[src/rtl/tone_pkg.sv]
// Shared definitions for the multi-channel tone generator.
//   - word offsets of the four per-channel registers
//   - bit positions inside the global control register
//   - channel configuration record used by the top-level read mux
package tone_pkg;

    localparam int OFF_CTRL   = 0;
    localparam int OFF_PERIOD = 1;
    localparam int OFF_DUTY   = 2;
    localparam int OFF_STATUS = 3;

    localparam int GCTRL_RESTART_BIT = 0;
    localparam int GCTRL_MUTE_BIT    = 1;

    // Register readback width; channel fields are zero-extended into it.
    localparam int CFG_W = 32;

    typedef struct packed {
        logic             enable;
        logic [CFG_W-1:0] period;
        logic [CFG_W-1:0] duty;
    } chan_cfg_t;

endpackage

[src/rtl/tone_channel.sv]
// One tone channel: shadow and active period/duty registers, free-running
// counter, wrap/reload logic and the square-wave output bit.
// Ports:
//   clk, rst       clock, synchronous active-high reset
//   restart_i      global phase-align pulse (cnt=0, reload active)
//   mute_i         global mute, gates only the output bit
//   wr_*_i         write strobes for CTRL / PERIOD / DUTY
//   wdata_i        write data (low CNT_W bits of the bus)
//   en_o           enable bit readback
//   period_o       shadow period readback
//   duty_o         shadow duty readback
//   cnt_o          live counter
//   tone_o         tone output, combinational from flops
module tone_channel #(
    parameter int CNT_W = 24
) (
    input  logic             clk,
    input  logic             rst,
    input  logic             restart_i,
    input  logic             mute_i,
    input  logic             wr_ctrl_i,
    input  logic             wr_period_i,
    input  logic             wr_duty_i,
    input  logic [CNT_W-1:0] wdata_i,
    output logic             en_o,
    output logic [CNT_W-1:0] period_o,
    output logic [CNT_W-1:0] duty_o,
    output logic [CNT_W-1:0] cnt_o,
    output logic             tone_o
);

    localparam logic [CNT_W-1:0] MIN_PERIOD = CNT_W'(2);
    localparam logic [CNT_W-1:0] ONE        = CNT_W'(1);

    logic             en_q, en_d;
    logic [CNT_W-1:0] per_sh_q, per_sh_d;
    logic [CNT_W-1:0] duty_sh_q, duty_sh_d;
    logic [CNT_W-1:0] per_act_q, per_act_d;
    logic [CNT_W-1:0] duty_act_q, duty_act_d;
    logic [CNT_W-1:0] cnt_q, cnt_d;
    logic             run;
    logic             wrap;

    always_comb begin
        run  = en_q && (per_act_q >= MIN_PERIOD);
        wrap = run && (cnt_q == per_act_q - ONE);

        en_d      = en_q;
        per_sh_d  = per_sh_q;
        duty_sh_d = duty_sh_q;
        if (wr_ctrl_i)   en_d      = wdata_i[0];
        if (wr_period_i) per_sh_d  = wdata_i;
        if (wr_duty_i)   duty_sh_d = wdata_i;

        cnt_d      = cnt_q + ONE;
        per_act_d  = per_act_q;
        duty_act_d = duty_act_q;
        // Active values come from the pre-edge shadow, so a write landing on
        // a reload edge is only picked up at the following reload. A stopped
        // channel (disabled or period < 2) reloads every cycle.
        if (restart_i || !run || wrap) begin
            cnt_d      = '0;
            per_act_d  = per_sh_q;
            duty_act_d = duty_sh_q;
        end
    end

    always_ff @(posedge clk) begin
        if (rst) begin
            en_q       <= 1'b0;
            per_sh_q   <= '0;
            duty_sh_q  <= '0;
            per_act_q  <= '0;
            duty_act_q <= '0;
            cnt_q      <= '0;
        end else begin
            en_q       <= en_d;
            per_sh_q   <= per_sh_d;
            duty_sh_q  <= duty_sh_d;
            per_act_q  <= per_act_d;
            duty_act_q <= duty_act_d;
            cnt_q      <= cnt_d;
        end
    end

    assign en_o     = en_q;
    assign period_o = per_sh_q;
    assign duty_o   = duty_sh_q;
    assign cnt_o    = cnt_q;
    // duty >= period gives constant high, duty == 0 constant low.
    assign tone_o   = run && !mute_i && (cnt_q < duty_act_q);

endmodule

[src/rtl/multi_tone_gen.sv]
// Memory-mapped multi-channel square-wave/PWM tone generator.
// Word map: ch*4+{0 CTRL,1 PERIOD,2 DUTY,3 STATUS}, NUM_CH*4 GCTRL
// (bit0 restart pulse, bit1 mute). Unmapped reads return 0.
// Ports:
//   clk, rst    clock, synchronous active-high reset
//   we, re      register write / read strobes
//   addr        word address
//   wdata       write data
//   rdata       registered read data, valid the cycle after re
//   tone_out    per-channel tone outputs
//   mix_level   number of tone_out bits currently high
module multi_tone_gen
    import tone_pkg::*;
#(
    parameter int NUM_CH = 4,
    parameter int CNT_W  = 24,
    parameter int ADDR_W = $clog2(NUM_CH) + 3
) (
    input  logic                       clk,
    input  logic                       rst,
    input  logic                       we,
    input  logic                       re,
    input  logic [ADDR_W-1:0]          addr,
    input  logic [31:0]                wdata,
    output logic [31:0]                rdata,
    output logic [NUM_CH-1:0]          tone_out,
    output logic [$clog2(NUM_CH+1)-1:0] mix_level
);

    localparam int MIX_W      = $clog2(NUM_CH + 1);
    localparam int GCTRL_ADDR = NUM_CH * 4;

    logic              ch_hit;
    logic              g_hit;
    logic [ADDR_W-3:0] ch_sel;
    logic [1:0]        off;
    logic              restart;
    logic              mute_q, mute_d;
    logic [31:0]       rdata_q, rdata_d;
    logic              wdata_unused;

    chan_cfg_t         cfg_a [NUM_CH];
    logic [CNT_W-1:0]  cnt_a [NUM_CH];

    assign ch_sel  = addr[ADDR_W-1:2];
    assign off     = addr[1:0];
    assign ch_hit  = int'(addr) < GCTRL_ADDR;
    assign g_hit   = int'(addr) == GCTRL_ADDR;
    assign restart = we && g_hit && wdata[GCTRL_RESTART_BIT];
    assign wdata_unused = ^wdata;

    for (genvar c = 0; c < NUM_CH; c++) begin : g_ch
        logic             wr_hit;
        logic             en_w;
        logic [CNT_W-1:0] per_w;
        logic [CNT_W-1:0] duty_w;

        assign wr_hit = we && ch_hit && (int'(ch_sel) == c);

        tone_channel #(.CNT_W(CNT_W)) u_ch (
            .clk         (clk),
            .rst         (rst),
            .restart_i   (restart),
            .mute_i      (mute_q),
            .wr_ctrl_i   (wr_hit && (int'(off) == OFF_CTRL)),
            .wr_period_i (wr_hit && (int'(off) == OFF_PERIOD)),
            .wr_duty_i   (wr_hit && (int'(off) == OFF_DUTY)),
            .wdata_i     (wdata[CNT_W-1:0]),
            .en_o        (en_w),
            .period_o    (per_w),
            .duty_o      (duty_w),
            .cnt_o       (cnt_a[c]),
            .tone_o      (tone_out[c])
        );

        assign cfg_a[c].enable = en_w;
        assign cfg_a[c].period = CFG_W'(per_w);
        assign cfg_a[c].duty   = CFG_W'(duty_w);
    end

    always_comb begin
        mute_d = mute_q;
        if (we && g_hit) mute_d = wdata[GCTRL_MUTE_BIT];

        rdata_d = rdata_q;
        if (re) begin
            rdata_d = '0;
            if (g_hit) rdata_d[GCTRL_MUTE_BIT] = mute_q;
            for (int c = 0; c < NUM_CH; c++) begin
                if (ch_hit && (int'(ch_sel) == c)) begin
                    case (int'(off))
                        OFF_CTRL:   rdata_d[0] = cfg_a[c].enable;
                        OFF_PERIOD: rdata_d    = cfg_a[c].period;
                        OFF_DUTY:   rdata_d    = cfg_a[c].duty;
                        default:    rdata_d    = 32'(cnt_a[c]);
                    endcase
                end
            end
        end
    end

    always_ff @(posedge clk) begin
        if (rst) begin
            mute_q  <= 1'b0;
            rdata_q <= '0;
        end else begin
            mute_q  <= mute_d;
            rdata_q <= rdata_d;
        end
    end

    assign rdata = rdata_q;

    always_comb begin
        mix_level = '0;
        for (int c = 0; c < NUM_CH; c++) begin
            mix_level = mix_level + MIX_W'(tone_out[c]);
        end
    end

endmodule
[config.mk]
export PLATFORM = sky130hd
export DESIGN_NAME = multi_tone_gen
export DESIGN_NICKNAME = d
export VERILOG_FILES = /design/src/rtl/tone_pkg.sv /design/src/rtl/tone_channel.sv /design/src/rtl/multi_tone_gen.sv
export SDC_FILE = /design/constraint.sdc
export NUM_CORES = 1
export LEC_CHECK = 0
export ABC_AREA = 1
export BUFFER_PORTS_ARGS = -buffer_cell sky130_fd_sc_hd__buf_2
export CAP_MARGIN = 10
export CORE_UTILIZATION = 40
export CTS_CLUSTER_DIAMETER = 40
export DETAILED_ROUTE_END_ITERATION = 12
export PLACE_DENSITY = 0.62
export SETUP_SLACK_MARGIN = 0.4
export SYNTH_ARGS = -nofsm -noshare
export SYNTH_HDL_FRONTEND = slang
export SYNTH_SLANG_ARGS = --single-unit
[constraint.sdc]
create_clock -name clk -period 2.56 [get_ports clk]
set_clock_uncertainty 0.05 [all_clocks]
set_input_delay 0.256 -clock clk [delete_from_list [all_inputs] [get_ports clk]]
set_output_delay 0.256 -clock clk [all_outputs]
set_load 0.01 [all_outputs]
* Yosys cells after proc, flatten, opt, wreduce, memory -nomap -nowiden
Index checks and enable logic that the tools add are counted.
** Operators by class
- Equal/unequal tests :: 12
- Reductions and logical operators :: 59
- $add $sub $neg :: 11
- Mux-type cells :: 14
- Order comparisons :: 9
** Operators by type and width (number)
- $pmux W31 S3 :: 3
- $add A24 B1 Y24 const B :: 4
- $eq A24 B24 Y1 :: 4
- $ge A24 B2 Y1 const B :: 4
- $lt A24 B24 Y1 :: 4
- $mux W32 :: 3
- $sub A24 B1 Y24 const B :: 4
- $pmux W23 S3 :: 1
- $logic_and A1 B1 Y1 :: 39
- $mux W24 :: 1
- $pmux W1 S3 :: 4
- $logic_or A1 B1 Y1 :: 8
- $reduce_or A2 Y1 :: 4
- $eq A2 B2 Y1 const B :: 3
- $eq A3 B3 Y1 const B :: 2
- $eq A5 B5 Y1 const B :: 1
- $logic_not A1 Y1 :: 5
- $lt A5 B5 Y1 const B :: 1
- $logic_not A2 Y1 :: 2
- $add A2 B1 Y3 :: 1
- $add A3 B1 Y3 :: 1
- $eq A3 B2 Y1 const B :: 1
- $logic_not A3 Y1 :: 1
- $add A1 B1 Y2 :: 1
- 2 further kinds :: 3
** Storage, ports and cells
- Output and inout port bits :: 39
- Bits of input ports :: 41
- Register bits :: 517
- Word-level logic and storage cells :: 131

* Longest topological paths before layout
Gate-level depths: netlist of run 1.
- Word-level depth :: 11
- Gate-level depth with buffers :: 18
- Mapped depth without buffers :: 17

* Hierarchy
Synthesis of run 1 repeated with hierarchy kept, for this count alone.
** Unflattened totals
- Cell total of the unflattened synthesis :: 4624
- Area total of the unflattened synthesis :: 30528.0 um^2
** By module, submodules not included
- tone_channel :: seq. area each 2422.3 um^2, area an instance 6566.3 um^2, instances 4, cells an instance 959
- multi_tone_gen :: seq. area each 500.5 um^2, area an instance 4262.8 um^2, instances 1, cells an instance 788

* Least setup slack after synthesis of run 1
No wires, ideal clock.
- Path kind :: flip-flop to output port
- From :: register g_ch[1].u_ch.cnt_q[9]
- To :: output port mix_level[1]
- Path buffers :: 0
- Data required time :: 2.254 ns
- Slack :: -0.259 ns
- Arrival :: 2.513 ns
- Cell stages (with the launch flop) :: 12
- Path through :: dfxtp_1 > ha_1 > a21oi_1 > o21ai_0 > nand2_1 > o211ai_1 > a221oi_1 > nand2_1 > nor3_1 > fa_1 > ha_1 > ha_1
** On the way
- Word-level cells in the longest chain between the ends :: 5
** Ends and longest elaborated chain
- from (decl) :: RTL line tone_channel.sv:40 : logic [CNT_W-1:0] cnt_q, cnt_d;
- from (signal assigned) :: RTL line tone_channel.sv:82 : cnt_q <= cnt_d;
- $lt A24 B24 Y1 :: RTL line tone_channel.sv:91 : assign tone_o = run && !mute_i && (cnt_q < duty_act_q);
- $logic_and A1 B1 Y1 :: RTL line tone_channel.sv:91
- net g_ch[1].u_ch.tone_o :: RTL line tone_channel.sv:29 : output logic tone_o
- $add A1 B1 Y2 :: RTL line multi_tone_gen.sv:117 : mix_level = mix_level + MIX_W'(tone_out[c]);
- $add A2 B1 Y3 :: RTL line multi_tone_gen.sv:117
- $add A3 B1 Y3 :: RTL line multi_tone_gen.sv:117
- to (decl) :: RTL line multi_tone_gen.sv:27 : output logic [$clog2(NUM_CH+1)-1:0] mix_level
The timed path passes the listed nets, and every way through them passes these cells.

* Worst setup path after layout of run 1
- From :: register g_ch[1].u_ch.cnt_q[11]
- To :: output port mix_level[1]
** On the way
- Word-level cells in the longest chain between the ends :: 5
** Ends and longest elaborated chain (RTL line)
- $lt A24 B24 Y1 :: tone_channel.sv:91
- $logic_and A1 B1 Y1 :: tone_channel.sv:91
- $add A1 B1 Y2 :: multi_tone_gen.sv:117
- $add A2 B1 Y3 :: multi_tone_gen.sv:117
- $add A3 B1 Y3 :: multi_tone_gen.sv:117
Every way passes these cells.

==> flow_summary_export.csv, run 1 <==
group,metric,value,unit
detailed_routing,drc,0,
die,num_rows,97,
pwr,p_per_area,577,nW/um^2
logic_synthesis,synthCells,4119,
global_route,antenna_found_initial,3,
timing,worstMarginPinSlew,1.02,ns
clocking,htreeDepth,3,
logic_synthesis,syn_area_per_cell,6.87,um^2
run_status,outcome,"finished, violations left",
logic_synthesis,ys.flop_type,"dfxtp_1",
pwr,peakVddDrop,0.542,mV
detailed_routing,wl_per_cell,19.4,um
global_route,grt.total_usage,30.2,%
cells_and_area,drive_above_1_share,24.4,%
worst_hold_path,holdPathStages,3,
logic_synthesis,async_flop_share,0,%
critical_path,startpoint_type,"flip-flop",
detailed_routing,drt-pass1-iter-count,6,
timing,period_minus_slack,3.65,ns
detailed_routing,wl,109000,um
logic_synthesis,synth.distinct_cells,51,
logic_synthesis,synth-edff-count,0,
die,start_util,40.4,%
clocking,cts-root-buf,"clkbuf_16",
clocking,cts_tree,"done",
clocking,insertion_delay,0.65,ns
global_route,grt_overflow_total,0,
logic_synthesis,ys.warnings.count,0,
pwr,cellLeakagePower,16.3,nW
critical_path,worstPathMaxFanout,2,
placed_design,placed_area,33000,um^2
detailed_routing,drt_iter0_drc,2979,
logic_synthesis,syn_area,28300,um^2
global_route,grt_pass1_vias,28385,
clocking,cts_num_sinks,509,
job,drv_cap,0,
die,die_h,268,um
clocking,clockBufferDepth,3,
die,die_w,268,um
placed_design,hpwl,75900,um
timing,rsz0062_at_grt,"yes",
run_status,failed_checks,"negative setup slack",
placed_design,portBuffers,63,
detailed_routing,viasPerCell,5.33,
pwr,p_total,22.4,mW
critical_path,cp_cell_sequence,"ha_4, a21oi_2, o21ai_1, nand2_1, o211ai_1, a221oi_2, nand2_2, nor3_2, buf_4, fa_2, ha_4, ha_4, buf_6",
global_route,grt_start_max_net_pins,79,
die,dieArea,71800,um^2
placed_design,finalWeightedCongestion,0.977,
die,coreArea,70000,um^2
cells_and_area,area_growth,36.9,%
clocking,clkTransAtPathRegs,0.05,ns
critical_path,worst_path_max_delay_cell,"fa_2",
critical_path,arrival,3.35,ns
timing,drv_slew,0,
critical_path,endpoint_kind,"output pin",
critical_path,cp_common_cell,"ha_4",
timing,min_period_over_period,143,%
timing,clock.fmax,274,MHz
timing,timing.hold.ws,0.0290,ns
critical_path,required,2.25,ns
worst_hold_path,hold_path_class,"input pin to flip-flop",
detailed_routing,ant_nets,0,
detailed_routing,vias,29826,
critical_path,reg2regPathDepth,20,
die,io_pins,80,
cells_and_area,finalInstanceArea,38800,um^2
critical_path,critPathKind,"flip-flop to output pin",
cells_and_area,final_core_util,55.3,%
logic_synthesis,ys_seq_area_share,36.0,%
timing,hold_viol_final,0,
timing,timing.final.ws_setup,-1.09,ns
clocking,cts_buffers,90,
placed_design,dp_slack,-0.559,ns
timing,relSlewSlack,31.8,%
global_route,grt_pass1_wl,167000,um
cells_and_area,nets,4730,
logic_synthesis,synth_seq_cells,509,
timing,finalSetupViolCount,114,
critical_path,cpPeakStageDelay,0.48,ns
==> flip-flops by register name (all words and copies together) (netlist names) <==
name	flops
g_ch.u_ch.duty_act_q	96
g_ch.u_ch.cnt_o	96
mute_q	1
g_ch.u_ch.period_o	96
rdata	24
g_ch.u_ch.duty_o	96
g_ch.u_ch.per_act_q	96
g_ch.u_ch.en_o	4
==> worst paths after layout <==
kind	slack, ns	end	startpoint
worst min register to register	0.41	rdata[20]	rdata[20]
worst max-delay path	-1.09	mix_level[1]	g_ch[1].u_ch.cnt_o[11]
worst min-delay path	0.03	g_ch[2].u_ch.duty_o[11]	wdata[11]
worst max register to register	-0.15	g_ch[1].u_ch.per_act_q[12]	g_ch[1].u_ch.per_act_q[0]
==> cells by family (layout without fill, tap and decap cells) <==
| group | Yosys count | count (layout) | share of synthesized area, % |
|---|---|---|---|
| other | 1 | 9 | 0.0132 |
| buffers and inverters | 705 | 1231 | 10.0 |
| AND/OR/NAND/NOR | 1702 | 1705 | 25.4 |
| XOR/XNOR | 187 | 187 | 6.03 |
| flip-flops | 509 | 509 | 36.0 |
| AO/OA/AOI/OAI | 908 | 908 | 17.8 |
| adder cells (fa/ha/maj) | 107 | 107 | 4.76 |
==> cell usage after synthesis, types with 23 or more instances <==
master / number / share of area (%)
nor2_1: 653 / 8.7
nand2_1: 576 / 7.6
dfxtp_1: 509 / 36
a21oi_1: 473 / 8.4
inv_1: 442 / 5.9
nand3_1: 331 / 5.9
o21ai_0: 278 / 4.9
clkbuf_1: 167 / 2.2
xor2_1: 117 / 3.6
ha_1: 106 / 4.7
xnor2_1: 65 / 2.0
nand4_1: 54 / 1.2
a221oi_1: 29 / 0.90
buf_2: 29 / 0.51
o221ai_1: 29 / 0.90
nor3_1: 27 / 0.48
buf_1: 24 / 0.32
o211ai_1: 23 / 0.61
==> routing by layer <==
layer	wire length, um	global-route usage (%)
met1	46700	41.2
met2	47300	45.7
met3	9260	5.68
met4	5180	14.0
met5	14	0
==> where the power goes <==
part	internal, mW	switching, mW	leakage (nW)
Sequential	8.02	0.0725	4.12
Combinational	0.607	1.10	10.6
Clock	8.10	4.46	1.54
==> worst max-delay path: cells and delay by family (launching register included) <==
kind / cells / cell delay [ns]
DFF: 1 / 0.34
adders and majority gates: 4 / 1.16
buffers and inverters: 2 / 0.25
and+or+nand+nor: 3 / 0.32
AOI/OAI and AO/OA: 4 / 0.63
==> per-stage QoR <==
step	TNS, ns	instances
6_report	-9.79	5596
2_1_floorplan	-0.0429	4126
3_3_place_gp	-11.26	5368
5_1_grt	-32.04	5595
4_1_cts	-7.05	5587
3_5_place_dp	-12.80	5368
==> layout make-up <==
cell class              count  area (um^2)
flip-flops and latches    509        10200
clock buffers             115         2550
diodes                      1         2.50
well taps                 940         1180
clock inverters            50          639
fillers                  6482        31300
repair buffers            611         5520
multi-input cells        2915        16900
inverters                 455         1720
==> repair_timing <==
item / 4_1_cts / 5_1_grt
gates resized for setup: 318 / 98
endpoints found under the hold margin: 30 / 0
pin swaps: 84 / 31
buffers inserted: 21 / 8
endpoints found under the setup margin: 295 / 295
gates cloned: 24 / 0
hold buffers: 9 / 0
==> cell usage in the layout (no fill, tap or decap), types with 17 or more instances in the layout <==
cell type	count
buf_6	30
xnor2_1	64
dfxtp_2	18
inv_1	430
ha_1	91
nor2_2	65
o221ai_1	29
dfxtp_1	486
xor2_1	115
clkbuf_16	93
a221oi_1	28
nor3_1	19
a21oi_2	82
buf_12	34
nor2_1	569
nor2_4	38
a21oi_4	28
nand2_1	547
buf_4	451
nand4_1	54
o21ai_0	273
nand3_2	33
inv_2	17
a21oi_1	383
buf_2	58
o211ai_1	23
o22ai_1	20
nand3_1	293
nand2_2	26
Note: power is estimated with default switching activity, not from simulation.
==> run 2, diff against run 1 <==
--- a/config.mk
+++ b/config.mk
@@ -8,9 +8,11 @@
 export ABC_AREA = 1
 export BUFFER_PORTS_ARGS = -buffer_cell sky130_fd_sc_hd__buf_2
 export CAP_MARGIN = 10
+export CORE_MARGIN = 2
 export CORE_UTILIZATION = 40
 export CTS_CLUSTER_DIAMETER = 40
 export DETAILED_ROUTE_END_ITERATION = 12
+export GPL_TIMING_DRIVEN = 0
 export PLACE_DENSITY = 0.62
 export SETUP_SLACK_MARGIN = 0.4
 export SYNTH_ARGS = -nofsm -noshare
==> run 2 against run 1 <==
Net effect:
- the flow still finishes with violations (negative setup slack)
- maximum frequency increased by 1.2%
- via count increased by 0.56%
- total power decreased by 2.7%
- register-to-register slack improved by 0.06 ns
- sequential share of layout area increased by 1.7 points
- first-iteration DRC count increased by 15%
- utilization decreased by 2.6 points
- non-clock buffer count decreased by 193
- global-route usage increased by 0.84 points
- clock-buffer cell count decreased by 6
==> flow_summary_export.csv, run 2 (synthesis gave the netlist of run 1 again) <==
group,metric,value,unit
detailed_routing,viasPerCell,5.56,
pwr,clock_power_share,55.1,%
cells_and_area,nets,4534,
cells_and_area,ff_latch_area,10400,um^2
pwr,seqPwrFrac,37.1,%
critical_path,critPathTopFamily,"adder cells",
timing,period_minus_slack,3.61,ns
timing,rsz0062_at_grt,"yes",
cells_and_area,nFillCells,6687,
pwr,comb_power_share,7.7,%
die,io_pins,80,
critical_path,worst_path_max_delay_cell,"fa_1",
die,die_h,270,um
clocking,clockBufferDepth,3,
detailed_routing,vias,29994,
pwr,p_sw,5.92,mW
critical_path,endpoint_kind,"output pin",
global_route,grt_pass1_wl,171000,um
global_route,grt.total_usage,31.0,%
die,start_util,40.4,%
detailed_routing,wl_per_cell,22.0,um
critical_path,critPathKind,"flip-flop to output pin",
critical_path,arrival,3.30,ns
run_status,failed_checks,"negative setup slack",
clocking,cts_tree,"done",
clocking,insertion_delay,0.67,ns
detailed_routing,drt_iter0_drc,3438,
detailed_routing,drc,0,
placed_design,finalWeightedCongestion,1.02,
pwr,swShare,27.2,%
cells_and_area,stdcell_count,5397,
timing,hold_viol_final,0,
timing,relSlewSlack,23.8,%
pwr,peakVddDrop,0.491,mV
cells_and_area,final_common_cell,"nor2_1",
pwr,p_per_area,589,nW/um^2
die,coreArea,70000,um^2
placed_design,portBuffers,58,
clocking,clkTransAtPathRegs,0.05,ns
job,drv_cap,0,
detailed_routing,ant_nets,0,
critical_path,crit_buf_inv,2,
cells_and_area,area_growth,30.6,%
detailed_routing,drt-pass1-iter-count,5,
critical_path,required,2.25,ns
clocking,htreeDepth,3,
die,num_rows,97,
critical_path,cp_cell_sequence,"ha_4, o21ai_2, nand2_2, nand3_2, nand2_2, nand4_1, o211ai_1, nand4_1, nand2_2, nor3_4, buf_6, fa_1, ha_2, ha_4, buf_6",
critical_path,cp_common_cell,"nand2_2",
critical_path,cpPeakStageDelay,0.53,ns
timing,finalSetupViolCount,61,
placed_design,hpwl,86000,um
clocking,cts_buffers,90,
timing,clock.fmax,277,MHz
clocking,cts_num_sinks,509,
die,die_w,270,um
cells_and_area,multi_input_area,17700,um^2
global_route,grt_pass1_vias,27194,
clocking,cts-root-buf,"clkbuf_16",
global_route,grt_overflow_total,0,
cells_and_area,antenna_cells,0,
timing,worstMarginPinSlew,1.14,ns
cells_and_area,drive_above_1_share,20.4,%
pwr,p_int,15.8,mW
global_route,antenna_found_initial,7,
global_route,grt_start_max_net_pins,14,
run_status,outcome,"finished, violations left",
detailed_routing,wl,119000,um
placed_design,post-place-cells,5126,
critical_path,startpoint_type,"flip-flop",
timing,min_period_over_period,141,%
pwr,p_total,21.8,mW
cells_and_area,final_core_util,52.8,%
timing,drv_slew,0,
cells_and_area,mostFrequentLayoutCells,"nor2_1 (575), nand2_1 (543), inv_1 (426), dfxtp_1 (424), a21oi_1 (359)",
die,dieArea,72900,um^2
critical_path,worstPathMaxFanout,2,
pwr,cellLeakagePower,14.8,nW
worst_hold_path,hold_path_class,"input pin to flip-flop",
timing,timing.final.ws_setup,-1.05,ns
## run 2: worst min-delay path, cell delays in order
cell     delay, ns
buf_2         0.13
nand2_1       0.10
o21ai_0       0.08
a21oi_1       0.12
## run 2: repair_timing
item                       in CTS  in global routing
resized for setup             364                415
hold buffers                   12                  0
cloned                          5                  9
setup buffers                  51                 31
pin swaps                      99                128
hold endpoints to repair       20                  0
setup endpoints to repair     405                383
## run 2: final cells by class
class	instances	share of cell area (%)
clock inverter	54	1.72
tap	940	3.18
multi-input combinational	2912	47.8
buffer	250	4.15
sequential	509	28.1
timing repair buffer	168	4.02
inverter	455	4.63
clock buffer	109	6.42
## run 2: metal layers
metal  track usage (%)  vias up  part of all wire (%)
met5                 0        -                0.0084
met4              16.3        2                   6.2
met3              5.74      357                    10
met2              46.7     1513                    42
met1              42.0    13974                    41
li1                  -    14148                     -
## run 2: power groups by stage
stage          registers (mW)  logic, mW  clock network, mW
6_report                 8.08       1.68               12.0
5_1_grt                  8.08       1.78               12.4
4_1_cts                  8.08       1.56               12.0
3_5_place_dp             8.26       1.47                  0
3_3_place_gp             8.26       1.46                  0
2_1_floorplan            8.23      0.907                  0
## run 2: final timing paths
kind                                                start                         end  slack, ns  cells after the start
worst max register to register  g_ch[0].u_ch.per_act_q[0]  g_ch[0].u_ch.per_act_q[23]      -0.09                     18
worst min register to register                   rdata[7]                    rdata[7]       0.41                      2
worst max-delay path                g_ch[1].u_ch.cnt_o[1]                mix_level[1]      -1.05                     15
worst min-delay path                                   we           g_ch[3].u_ch.en_o       0.02                      4
## run 2: through the flow
step	setup TNS, ns	setup WS, ns	instance area [um^2]	hold slack (ns)
5_1_grt	-24.09	-1.17	37000	0.0267
6_report	-5.36	-1.05	37000	0.0235
3_3_place_gp	-280.83	-1.36	30000	0.405
2_1_floorplan	-0.0429	-0.0429	28500	0.341
4_1_cts	-4.67	-1.14	34900	0.00442
3_5_place_dp	-268.75	-1.38	30000	0.408
